**src/rtl/alu_cmd_issuer_if.sv**
```systemverilog
// Command, ALU and result bus of the ALU issue stage.
// slave = issue stage side, master = command source / ALU / result consumer side.
interface alu_cmd_issuer_if;
    logic        cmd_valid;
    logic        cmd_ready;
    logic [3:0]  cmd_op;
    logic [15:0] cmd_a;
    logic [15:0] cmd_b;

    logic        alu_en;
    logic        alu_start;
    logic [3:0]  alu_op;
    logic [15:0] alu_a;
    logic [15:0] alu_b;
    logic [15:0] alu_z_low;
    logic [15:0] alu_z_high;
    logic        alu_valid;

    logic        res_valid;
    logic        res_ready;
    logic [3:0]  res_op;
    logic [15:0] res_z_low;
    logic [15:0] res_z_high;
    logic        res_err;

    modport slave (
        input  cmd_valid, cmd_op, cmd_a, cmd_b,
        output cmd_ready,
        output alu_en, alu_start, alu_op, alu_a, alu_b,
        input  alu_z_low, alu_z_high, alu_valid,
        output res_valid, res_op, res_z_low, res_z_high, res_err,
        input  res_ready
    );

    modport master (
        output cmd_valid, cmd_op, cmd_a, cmd_b,
        input  cmd_ready,
        input  alu_en, alu_start, alu_op, alu_a, alu_b,
        output alu_z_low, alu_z_high, alu_valid,
        input  res_valid, res_op, res_z_low, res_z_high, res_err,
        output res_ready
    );
endinterface

```
**src/rtl/alu_cmd_issuer.sv**
```systemverilog
// FIFO-buffered issue stage for the 16-bit ALU: one op in flight, result register, ALU clock-gate control.
// Define ALU_ISSUE_STATS_EN to add the stat_ops / stat_gated counters.
module alu_cmd_issuer #(
    parameter int DEPTH     = 4,
    parameter int FIXED_LAT = 1,
    parameter int TIMEOUT   = 64,
    parameter int IDLE_GATE = 2
) (
    input  logic clk,
    input  logic rst,
`ifdef ALU_ISSUE_STATS_EN
    output logic [15:0] stat_ops,
    output logic [15:0] stat_gated,
`endif
    output logic busy,
    alu_cmd_issuer_if.slave bus
);
    localparam int AW = $clog2(DEPTH);
    localparam int CW = $clog2(TIMEOUT + FIXED_LAT + 1);
    localparam int IW = $clog2(IDLE_GATE + 1);
    localparam logic [3:0] OP_MUL = 4'b0010;
    localparam logic [3:0] OP_DIV = 4'b0011;

    typedef enum logic [2:0] {S_IDLE, S_WAKE, S_ISSUE, S_WAIT, S_HOLD} state_t;
    state_t state_reg, state_next;

    logic [35:0]   mem [DEPTH];
    logic [AW-1:0] wr_ptr_reg, rd_ptr_reg;
    logic [AW:0]   count_reg;
    logic          full, empty, push, pop;

    logic [CW-1:0] wait_cnt_reg;
    logic [IW-1:0] idle_cnt_reg, idle_cnt_next;
    logic          en_reg, en_next;
    logic          cap, cap_err, is_long;

    logic [3:0]    alu_op_reg;
    logic [15:0]   alu_a_reg, alu_b_reg;
    logic [3:0]    res_op_reg;
    logic [15:0]   res_z_low_reg, res_z_high_reg;
    logic          res_err_reg;

    assign full    = (count_reg == (AW+1)'(DEPTH));
    assign empty   = (count_reg == '0);
    assign push    = bus.cmd_valid && !full;
    assign pop     = (state_next == S_ISSUE);
    assign is_long = (alu_op_reg == OP_MUL) || (alu_op_reg == OP_DIV);

    always_comb begin
        state_next = state_reg;
        cap        = 1'b0;
        cap_err    = 1'b0;
        case (state_reg)
            S_IDLE:  if (!empty) state_next = en_reg ? S_ISSUE : S_WAKE;
            S_WAKE:  state_next = S_ISSUE;
            S_ISSUE: state_next = S_WAIT;
            S_WAIT: begin
                // Only MUL/DIV report completion; everything else is a fixed-latency sample.
                if (is_long) begin
                    if (bus.alu_valid)
                        cap = 1'b1;
                    else if (wait_cnt_reg == CW'(TIMEOUT - 1))
                        cap_err = 1'b1;
                end else if (wait_cnt_reg == CW'(FIXED_LAT - 1)) begin
                    cap = 1'b1;
                end
                if (cap || cap_err) state_next = S_HOLD;
            end
            S_HOLD:  if (bus.res_ready) state_next = S_IDLE;
            default: state_next = S_IDLE;
        endcase
    end

    always_comb begin
        idle_cnt_next = idle_cnt_reg;
        en_next       = en_reg;
        if (push || state_reg != S_IDLE || !empty)
            idle_cnt_next = '0;
        else if (idle_cnt_reg != IW'(IDLE_GATE))
            idle_cnt_next = idle_cnt_reg + 1'b1;
        // Wake raises the enable a cycle ahead of the start pulse.
        if (state_next == S_WAKE)
            en_next = 1'b1;
        else if (state_reg == S_IDLE && empty && !push && idle_cnt_reg == IW'(IDLE_GATE - 1))
            en_next = 1'b0;
    end

    always_ff @(posedge clk) begin
        if (push) mem[wr_ptr_reg] <= {bus.cmd_op, bus.cmd_a, bus.cmd_b};
    end

    always_ff @(posedge clk) begin
        if (rst) begin
            state_reg      <= S_IDLE;
            wr_ptr_reg     <= '0;
            rd_ptr_reg     <= '0;
            count_reg      <= '0;
            wait_cnt_reg   <= '0;
            idle_cnt_reg   <= '0;
            en_reg         <= 1'b1;
            alu_op_reg     <= '0;
            alu_a_reg      <= '0;
            alu_b_reg      <= '0;
            res_op_reg     <= '0;
            res_z_low_reg  <= '0;
            res_z_high_reg <= '0;
            res_err_reg    <= 1'b0;
        end else begin
            state_reg    <= state_next;
            idle_cnt_reg <= idle_cnt_next;
            en_reg       <= en_next;
            if (push) wr_ptr_reg <= wr_ptr_reg + 1'b1;
            if (pop) begin
                rd_ptr_reg <= rd_ptr_reg + 1'b1;
                {alu_op_reg, alu_a_reg, alu_b_reg} <= mem[rd_ptr_reg];
            end
            case ({push, pop})
                2'b10:   count_reg <= count_reg + 1'b1;
                2'b01:   count_reg <= count_reg - 1'b1;
                default: count_reg <= count_reg;
            endcase
            if (state_reg == S_ISSUE)
                wait_cnt_reg <= '0;
            else if (state_reg == S_WAIT)
                wait_cnt_reg <= wait_cnt_reg + 1'b1;
            if (cap) begin
                res_op_reg     <= alu_op_reg;
                res_z_low_reg  <= bus.alu_z_low;
                res_z_high_reg <= bus.alu_z_high;
                res_err_reg    <= 1'b0;
            end else if (cap_err) begin
                res_op_reg     <= alu_op_reg;
                res_z_low_reg  <= '0;
                res_z_high_reg <= '0;
                res_err_reg    <= 1'b1;
            end
        end
    end

    assign bus.cmd_ready  = !full;
    assign bus.alu_en     = en_reg;
    assign bus.alu_start  = (state_reg == S_ISSUE);
    assign bus.alu_op     = alu_op_reg;
    assign bus.alu_a      = alu_a_reg;
    assign bus.alu_b      = alu_b_reg;
    assign bus.res_valid  = (state_reg == S_HOLD);
    assign bus.res_op     = res_op_reg;
    assign bus.res_z_low  = res_z_low_reg;
    assign bus.res_z_high = res_z_high_reg;
    assign bus.res_err    = res_err_reg;
    assign busy           = (state_reg != S_IDLE) || !empty;

`ifdef ALU_ISSUE_STATS_EN
    logic [15:0] stat_ops_reg, stat_gated_reg;

    always_ff @(posedge clk) begin
        if (rst) begin
            stat_ops_reg   <= '0;
            stat_gated_reg <= '0;
        end else begin
            if (state_reg == S_HOLD && bus.res_ready && stat_ops_reg != 16'hFFFF)
                stat_ops_reg <= stat_ops_reg + 16'd1;
            if (!en_reg && stat_gated_reg != 16'hFFFF)
                stat_gated_reg <= stat_gated_reg + 16'd1;
        end
    end

    assign stat_ops   = stat_ops_reg;
    assign stat_gated = stat_gated_reg;
`endif
endmodule

```
**src/flat_wrapper.sv**
```systemverilog
// flat-port wrapper written by rule: the top's interface ports become plain ports
module alu_cmd_issuer_flat 
#(
    parameter int DEPTH     = 4,
    parameter int FIXED_LAT = 1,
    parameter int TIMEOUT   = 64,
    parameter int IDLE_GATE = 2
)
  (clk, rst, busy, bus_cmd_valid, bus_cmd_op, bus_cmd_a, bus_cmd_b, bus_cmd_ready, bus_alu_en, bus_alu_start, bus_alu_op, bus_alu_a, bus_alu_b, bus_alu_z_low, bus_alu_z_high, bus_alu_valid, bus_res_valid, bus_res_op, bus_res_z_low, bus_res_z_high, bus_res_err, bus_res_ready);
  alu_cmd_issuer_if bus_i ();
  input  logic clk;
  input  logic rst;
  output logic busy;
  input wire logic [$bits(bus_i.cmd_valid)-1:0] bus_cmd_valid;
  input wire logic [$bits(bus_i.cmd_op)-1:0] bus_cmd_op;
  input wire logic [$bits(bus_i.cmd_a)-1:0] bus_cmd_a;
  input wire logic [$bits(bus_i.cmd_b)-1:0] bus_cmd_b;
  output wire logic [$bits(bus_i.cmd_ready)-1:0] bus_cmd_ready;
  output wire logic [$bits(bus_i.alu_en)-1:0] bus_alu_en;
  output wire logic [$bits(bus_i.alu_start)-1:0] bus_alu_start;
  output wire logic [$bits(bus_i.alu_op)-1:0] bus_alu_op;
  output wire logic [$bits(bus_i.alu_a)-1:0] bus_alu_a;
  output wire logic [$bits(bus_i.alu_b)-1:0] bus_alu_b;
  input wire logic [$bits(bus_i.alu_z_low)-1:0] bus_alu_z_low;
  input wire logic [$bits(bus_i.alu_z_high)-1:0] bus_alu_z_high;
  input wire logic [$bits(bus_i.alu_valid)-1:0] bus_alu_valid;
  output wire logic [$bits(bus_i.res_valid)-1:0] bus_res_valid;
  output wire logic [$bits(bus_i.res_op)-1:0] bus_res_op;
  output wire logic [$bits(bus_i.res_z_low)-1:0] bus_res_z_low;
  output wire logic [$bits(bus_i.res_z_high)-1:0] bus_res_z_high;
  output wire logic [$bits(bus_i.res_err)-1:0] bus_res_err;
  input wire logic [$bits(bus_i.res_ready)-1:0] bus_res_ready;
  assign bus_i.cmd_valid = bus_cmd_valid;
  assign bus_i.cmd_op = bus_cmd_op;
  assign bus_i.cmd_a = bus_cmd_a;
  assign bus_i.cmd_b = bus_cmd_b;
  assign bus_cmd_ready = bus_i.cmd_ready;
  assign bus_alu_en = bus_i.alu_en;
  assign bus_alu_start = bus_i.alu_start;
  assign bus_alu_op = bus_i.alu_op;
  assign bus_alu_a = bus_i.alu_a;
  assign bus_alu_b = bus_i.alu_b;
  assign bus_i.alu_z_low = bus_alu_z_low;
  assign bus_i.alu_z_high = bus_alu_z_high;
  assign bus_i.alu_valid = bus_alu_valid;
  assign bus_res_valid = bus_i.res_valid;
  assign bus_res_op = bus_i.res_op;
  assign bus_res_z_low = bus_i.res_z_low;
  assign bus_res_z_high = bus_i.res_z_high;
  assign bus_res_err = bus_i.res_err;
  assign bus_i.res_ready = bus_res_ready;
  alu_cmd_issuer #(.DEPTH(DEPTH), .FIXED_LAT(FIXED_LAT), .TIMEOUT(TIMEOUT), .IDLE_GATE(IDLE_GATE)) u_core (.clk(clk), .rst(rst), .busy(busy), .bus(bus_i));
endmodule
```
**config.mk**
```make
export PLATFORM = sky130hd
export DESIGN_NAME = alu_cmd_issuer_flat
export DESIGN_NICKNAME = d
export VERILOG_FILES = /design/src/rtl/alu_cmd_issuer_if.sv /design/src/rtl/alu_cmd_issuer.sv /design/src/flat_wrapper.sv
export SDC_FILE = /design/constraint.sdc
export NUM_CORES = 1
export LEC_CHECK = 0
export BUFFER_PORTS_ARGS = -buffer_cell sky130_fd_sc_hd__clkbuf_2
export CAP_MARGIN = 25
export CORE_AREA = 2 2 129 181
export CTS_CLUSTER_DIAMETER = 120
export DETAILED_ROUTE_END_ITERATION = 8
export DIE_AREA = 0 0 131 183
export GPL_ROUTABILITY_DRIVEN = 0
export SYNTH_ARGS = -nofsm -noshare
export SYNTH_HDL_FRONTEND = slang
export SYNTH_SLANG_ARGS = --single-unit
export TNS_END_PERCENT = 50
```
**constraint.sdc**
```tcl
create_clock -name clk -period 4 [get_ports clk]
set_clock_uncertainty 0.15 [all_clocks]
set_input_delay 1.2 -clock clk [delete_from_list [all_inputs] [get_ports clk]]
set_output_delay 1.2 -clock clk [all_outputs]
set_load 0.03 [all_outputs]
```
# Yosys cells after proc, flatten, opt, wreduce, memory -nomap -nowiden
# Memories as Yosys holds them, arrays and structs flattened. A register that Yosys moved wholly into a read port is not among the register bits.
# Index checks and enable logic that the tools add are counted.
# classes
muxes	23
add_sub_neg	6
n_reduce_logical	22
eq_ne	14
# ops
op	n
2-to-1 mux 16 bit	3
case mux 3 bit (5 select lines)	1
2-to-1 mux 1 bit	12
equality test 3 x 2 -> 1 bit, second input constant	3
2-to-1 mux 3 bit	3
equality test 4 x 2 -> 1 bit, second input constant	2
2-to-1 mux 4 bit	2
OR reduction 2 bit	4
adder 7 x 1 -> 7 bit, second input constant	1
equality test 7 x 6 -> 1 bit, second input constant	1
zero test 7 bit	1
adder 2 x 1 -> 2 bit, second input constant	3
equality test 3 x 1 -> 1 bit, second input constant	2
equality test 3 bit, second input constant	2
zero test 3 bit	2
case mux 3 bit (2 select lines)	1
logical OR 1 bit	5
equality test 2 x 1 -> 1 bit, second input constant	2
logical AND 1 bit	4
nonzero test 2 bit	2
adder 3 x 1 -> 3 bit, second input constant	1
zero test 1 bit	3
nonzero test 3 bit	1
subtractor 3 x 1 -> 3 bit, second input constant	1
other kinds (3)	3
# totals
memories	1
mem_bits_rw	144
register_bits	57
out_inout_bits	78
# memory_table
name	words	width	read_ports	rd_ports_with_merged_regs	write_ports	line_no	source
u_core.mem	4	36	1	1	1	alu_cmd_issuer.sv:27	logic [35:0] mem [DEPTH];

# Longest topological paths before layout
# logic_depth
word_depth	11
mapped_depth	10
mapped_depth_nobuf	9

# Worst setup path after synthesis
# No wires, ideal clock.
# synth_path
kind	input port to flip-flop
start	input bus_cmd_valid
end	register u_core.count_reg[2]
required_time_ns	3.779
setup_ns	0.071
cell_stages	8
setup_slack_ns	1.213
arrival_ns	2.567
path_buffers	0
path_cell_list	and2_1 -> inv_1 -> ha_1 -> inv_1 -> fa_1 -> xor2_1 -> or3_1 -> a21oi_1
# synth_via
elab_chain_cells	3
elab_cells_between_ends	5
classes_between	2 x eq/ne; 1 x mux; 2 x reduce/logical
# synth_rtl
element	line_no	source
start, declared	flat_wrapper.sv:14	input wire logic [$bits(bus_i.cmd_valid)-1:0] bus_cmd_valid;
logical AND 1 bit (*)	alu_cmd_issuer.sv:45	assign push = bus.cmd_valid && !full;
equality test 2 x 1 -> 1 bit / equality test 2 bit (equally long branches)	alu_cmd_issuer.sv:117	case ({push, pop})
case mux 3 bit (2 select lines) / nonzero test 2 bit (equally long branches)	-	
end signal, assigned	alu_cmd_issuer.sv:118	2'b10: count_reg <= count_reg + 1'b1;
end signal, assigned	alu_cmd_issuer.sv:119	2'b01: count_reg <= count_reg - 1'b1;
end signal, assigned	alu_cmd_issuer.sv:120	default: count_reg <= count_reg;
end, declared	alu_cmd_issuer.sv:29	logic [AW:0] count_reg;
# Mark *: on every way between the ends. The rest lies on a longest branch, timed or not.
# A chain may end at the register's enable or synchronous reset.

# Worst setup path in the final report
# layout_path
start	register u_core.state_reg[1]
end	output bus_alu_start
# layout_via
elab_chain_cells	1
# layout_rtl
element	line_no	source
start, declared	alu_cmd_issuer.sv:25	state_t state_reg, state_next;
start signal, assigned	alu_cmd_issuer.sv:109	state_reg <= state_next;
equality test 3 x 2 -> 1 bit	alu_cmd_issuer.sv:142	assign bus.alu_start = (state_reg == S_ISSUE);
end, declared	flat_wrapper.sv:20	output wire logic [$bits(bus_i.alu_start)-1:0] bus_alu_start;
# Every way passes these cells.

==> flow_summary.yaml <==
run_status:
  outcome: "finished, final reports clean"
grt:
  grt_pass1_wl_mm: 26.97
  grt_pass1_vias: 5246
  grt_start_max_net_pins: 43
  gr-total-overflow: 0
  antenna_found_initial: 0
  grt_usage_pct: 14.41
logic_synthesis:
  synthFlopType: "edfxtp_1"
  yosys.area.top_type_share_pct: 49.14
  ys_top_cells_by_count: "edfxtp_1 (144), dfxtp_1 (93), nor2_1 (53), mux2i_1 (36), mux4_2 (36)"
  ys_warn_count: 0
  synth_edf_count: 144
  synth_area_sq_um: 8800
  synth.area.top_cells: "edfxtp_1 (49%), dfxtp_1 (21%), mux4_2 (9.2%)"
  synth.net_count: 618
  ys_types: 49
  ys_ff_latch: 237
  yosysTopAreaCell: "edfxtp_1"
  ys_async_sr_fraction_pct: 0
  ys_seq_area_share_pct: 70.30
  post-synth-top-count-cell: "edfxtp_1"
  syn_inst: 535
  avgSynthCellArea_sq_um: 16.45
setup_path:
  arrival_ns: 1.61
  reg2reg_from: "u_core.count_reg[2]"
  reg2reg_to: "u_core.count_reg[2]"
  worstSetupStartpoint: "u_core.state_reg[1]"
  r2r.worst_path.cells: 9
  critPathCaptureType: "primary output"
  cp-endpoint: "bus_alu_start"
  criticalPathCategory: "flop to primary output"
  regToRegSetupSlack_ns: 1.37
  start_kind: "flop"
  crit_required_ns: 2.65
  critPathMaxFanout: 9
layout:
  largest-register: "u_core.mem"
  layout-drive-gt1-share_pct: 34.97
  syn2layout_area_growth_pct: 21.43
  diodes: 0
  fillerInstances: 1898
  stdcell_count: 1013
  fin_nets: 777
  largest_reg_flops: 144
drt:
  avgRoutedWirePerCell_um: 17.25
  wl_mm: 17.47
  vias: 5039
  first_iter_violations: 198
  first_pass_iters: 4
  drcViolationCount: 0
  viasPerCell: 4.974
  drtAntennaViolNets: 0
power:
  cellInternalPower_mw: 5.175
  vdd_ir_drop_max_v: 0.0004476
  pwr-share-seq_pct: 42.5
  power_mw: 7.536
  swShare_pct: 31.33
  power_frac_clock_pct: 30.3
  p_leak_nw: 4.051
  p_comb_share_pct: 27.1
  powerDensity_nw_per_um2: 705.2
  power.switching_mw: 2.361
clock_network:
  cts-htree-levels: 1
  clk_pin_slew_ns: 0.06
  post-cts-setup-buffers: 0
  insertion_delay_ns: 0.50
  cts_buffer_depth: 3
  cts_hold_buffers: 0
  cts_resized: 0
  cts_tree: "yes"
  cts-root-buf: "clkbuf_16"
  cts.sinks: 237
  cts_buffers: 24
timing:
  post-route-min-period_ns: 2.959
  worst_slack_ns: 1.041
  fmax_mhz: 338.0
  slew_headroom_pct: 42.92
  setup_viol: 0
  tightest_slew_ns: 0.8563
  finalSetupTns_ns: 0
  period_share_pct: 73.96
  holdWs_ns: 0.3145
  drv_slew: 0
  hold_violations: 0
  rsz0062_at_grt: "no"
placement:
  dp_slack_ns: 0.9472
  place.detailed.hpwl_mm: 11.22
  io_buffers: 150
  place_inst: 968
floorplan:
  rows: 65
  ios: 151
  fp.dieW_um: 131
  die-area_sq_um: 23970
  core_sq_um: 22370
  start_util_pct: 39.35
  die_h_um: 183
worst_hold_path:
  hp-class: "flop to flop"
  holdPathStages: 2
flow_run:
  maxCapViolations: 0
[placed cells by master (no fill, tap or decap), types with 3 or more instances in the layout]
| cell | count |
|---|---|
| clkbuf_1 | 4 |
| nand2_1 | 14 |
| xor2_1 | 6 |
| ha_1 | 9 |
| clkbuf_16 | 25 |
| mux4_2 | 36 |
| or3_1 | 3 |
| o21ai_0 | 7 |
| mux2i_1 | 36 |
| clkinv_2 | 6 |
| and3_2 | 4 |
| a22o_1 | 32 |
| clkbuf_2 | 151 |
| nor3_1 | 4 |
| nor2_1 | 53 |
| nand3_1 | 3 |
| bufinv_16 | 3 |
| a21oi_1 | 8 |
| and3_1 | 3 |
| dfxtp_1 | 91 |
| buf_4 | 11 |
| inv_1 | 13 |
| edfxtp_1 | 144 |
| xnor2_1 | 4 |
[kinds of logic after synthesis]
family / after synthesis / share of synthesized area [%]
buffers and inverters: 42 / 2.630
AOI/OAI and AO/OA: 61 / 5.517
and+or+nand+nor: 103 / 5.745
adders and majority gates: 10 / 1.507
DFF: 237 / 70.30
xor gates and xnor gates: 10 / 0.9953
muxes: 72 / 13.31
[power groups by stage]
stage                     Combinational, mW  Clock, mW  Sequential, mW
after floorplan                        1.21          0            3.58
after global placement                 2.01          0            3.26
after detailed placement               2.03          0            3.28
after CTS                              2.05       2.35            3.23
after global routing                   2.23       2.44            3.25
final                                  2.04       2.28            3.21
[how the worst min path moves through the flow]
stage,slack (ns),endpoint,from
final,0.31,u_core.bus.res_op[0],u_core.bus.res_op[0]
after global routing,0.34,u_core.bus.res_op[1],u_core.bus.res_op[1]
after global placement,0.30,u_core.bus.res_op[0],u_core.bus.res_op[0]
after detailed placement,0.31,u_core.bus.res_op[3],u_core.bus.res_op[3]
after floorplan,0.32,u_core.wr_ptr_reg[1],u_core.wr_ptr_reg[1]
after CTS,0.32,u_core.bus.res_op[3],u_core.bus.res_op[3]
[cell type report]
| class | instances | area, sq um | area share (%) |
|---|---|---|---|
| multi-input cells | 256 | 2387 | 22.34 |
| clock buffers | 32 | 673.1 | 6.300 |
| inverters | 13 | 48.80 | 0.4567 |
| repair buffers | 162 | 860.8 | 8.056 |
| well taps | 301 | 376.6 | 3.525 |
| flip-flops and latches | 237 | 6188 | 57.92 |
| clock inverters | 12 | 150.1 | 1.405 |
[metrics by stage]
| stage | util, % | instance area (sq um) |
|---|---|---|
| after global routing | 47.78 | 10690 |
| final | 47.78 | 10690 |
| after detailed placement | 43.97 | 9834 |
| after CTS | 47.65 | 10660 |
| after floorplan | - | 8800 |
| after global placement | 43.97 | 9834 |
[per-layer routing]
layer	vias up	wire length (um)	track usage (%)
met5	-	0	0
met4	0	272	3.447
met3	21	1124	3.180
met2	153	9039	26.34
met1	2504	7034	16.99
li1	2361	-	-
[critical path: stages, from the launching register on]
cell	delay (ns)
dfxtp_1	0.54
nand2b_1	0.20
nor2_1	0.14
clkbuf_2	0.22
No activity file was read; power rests on OpenSTA's default activity.
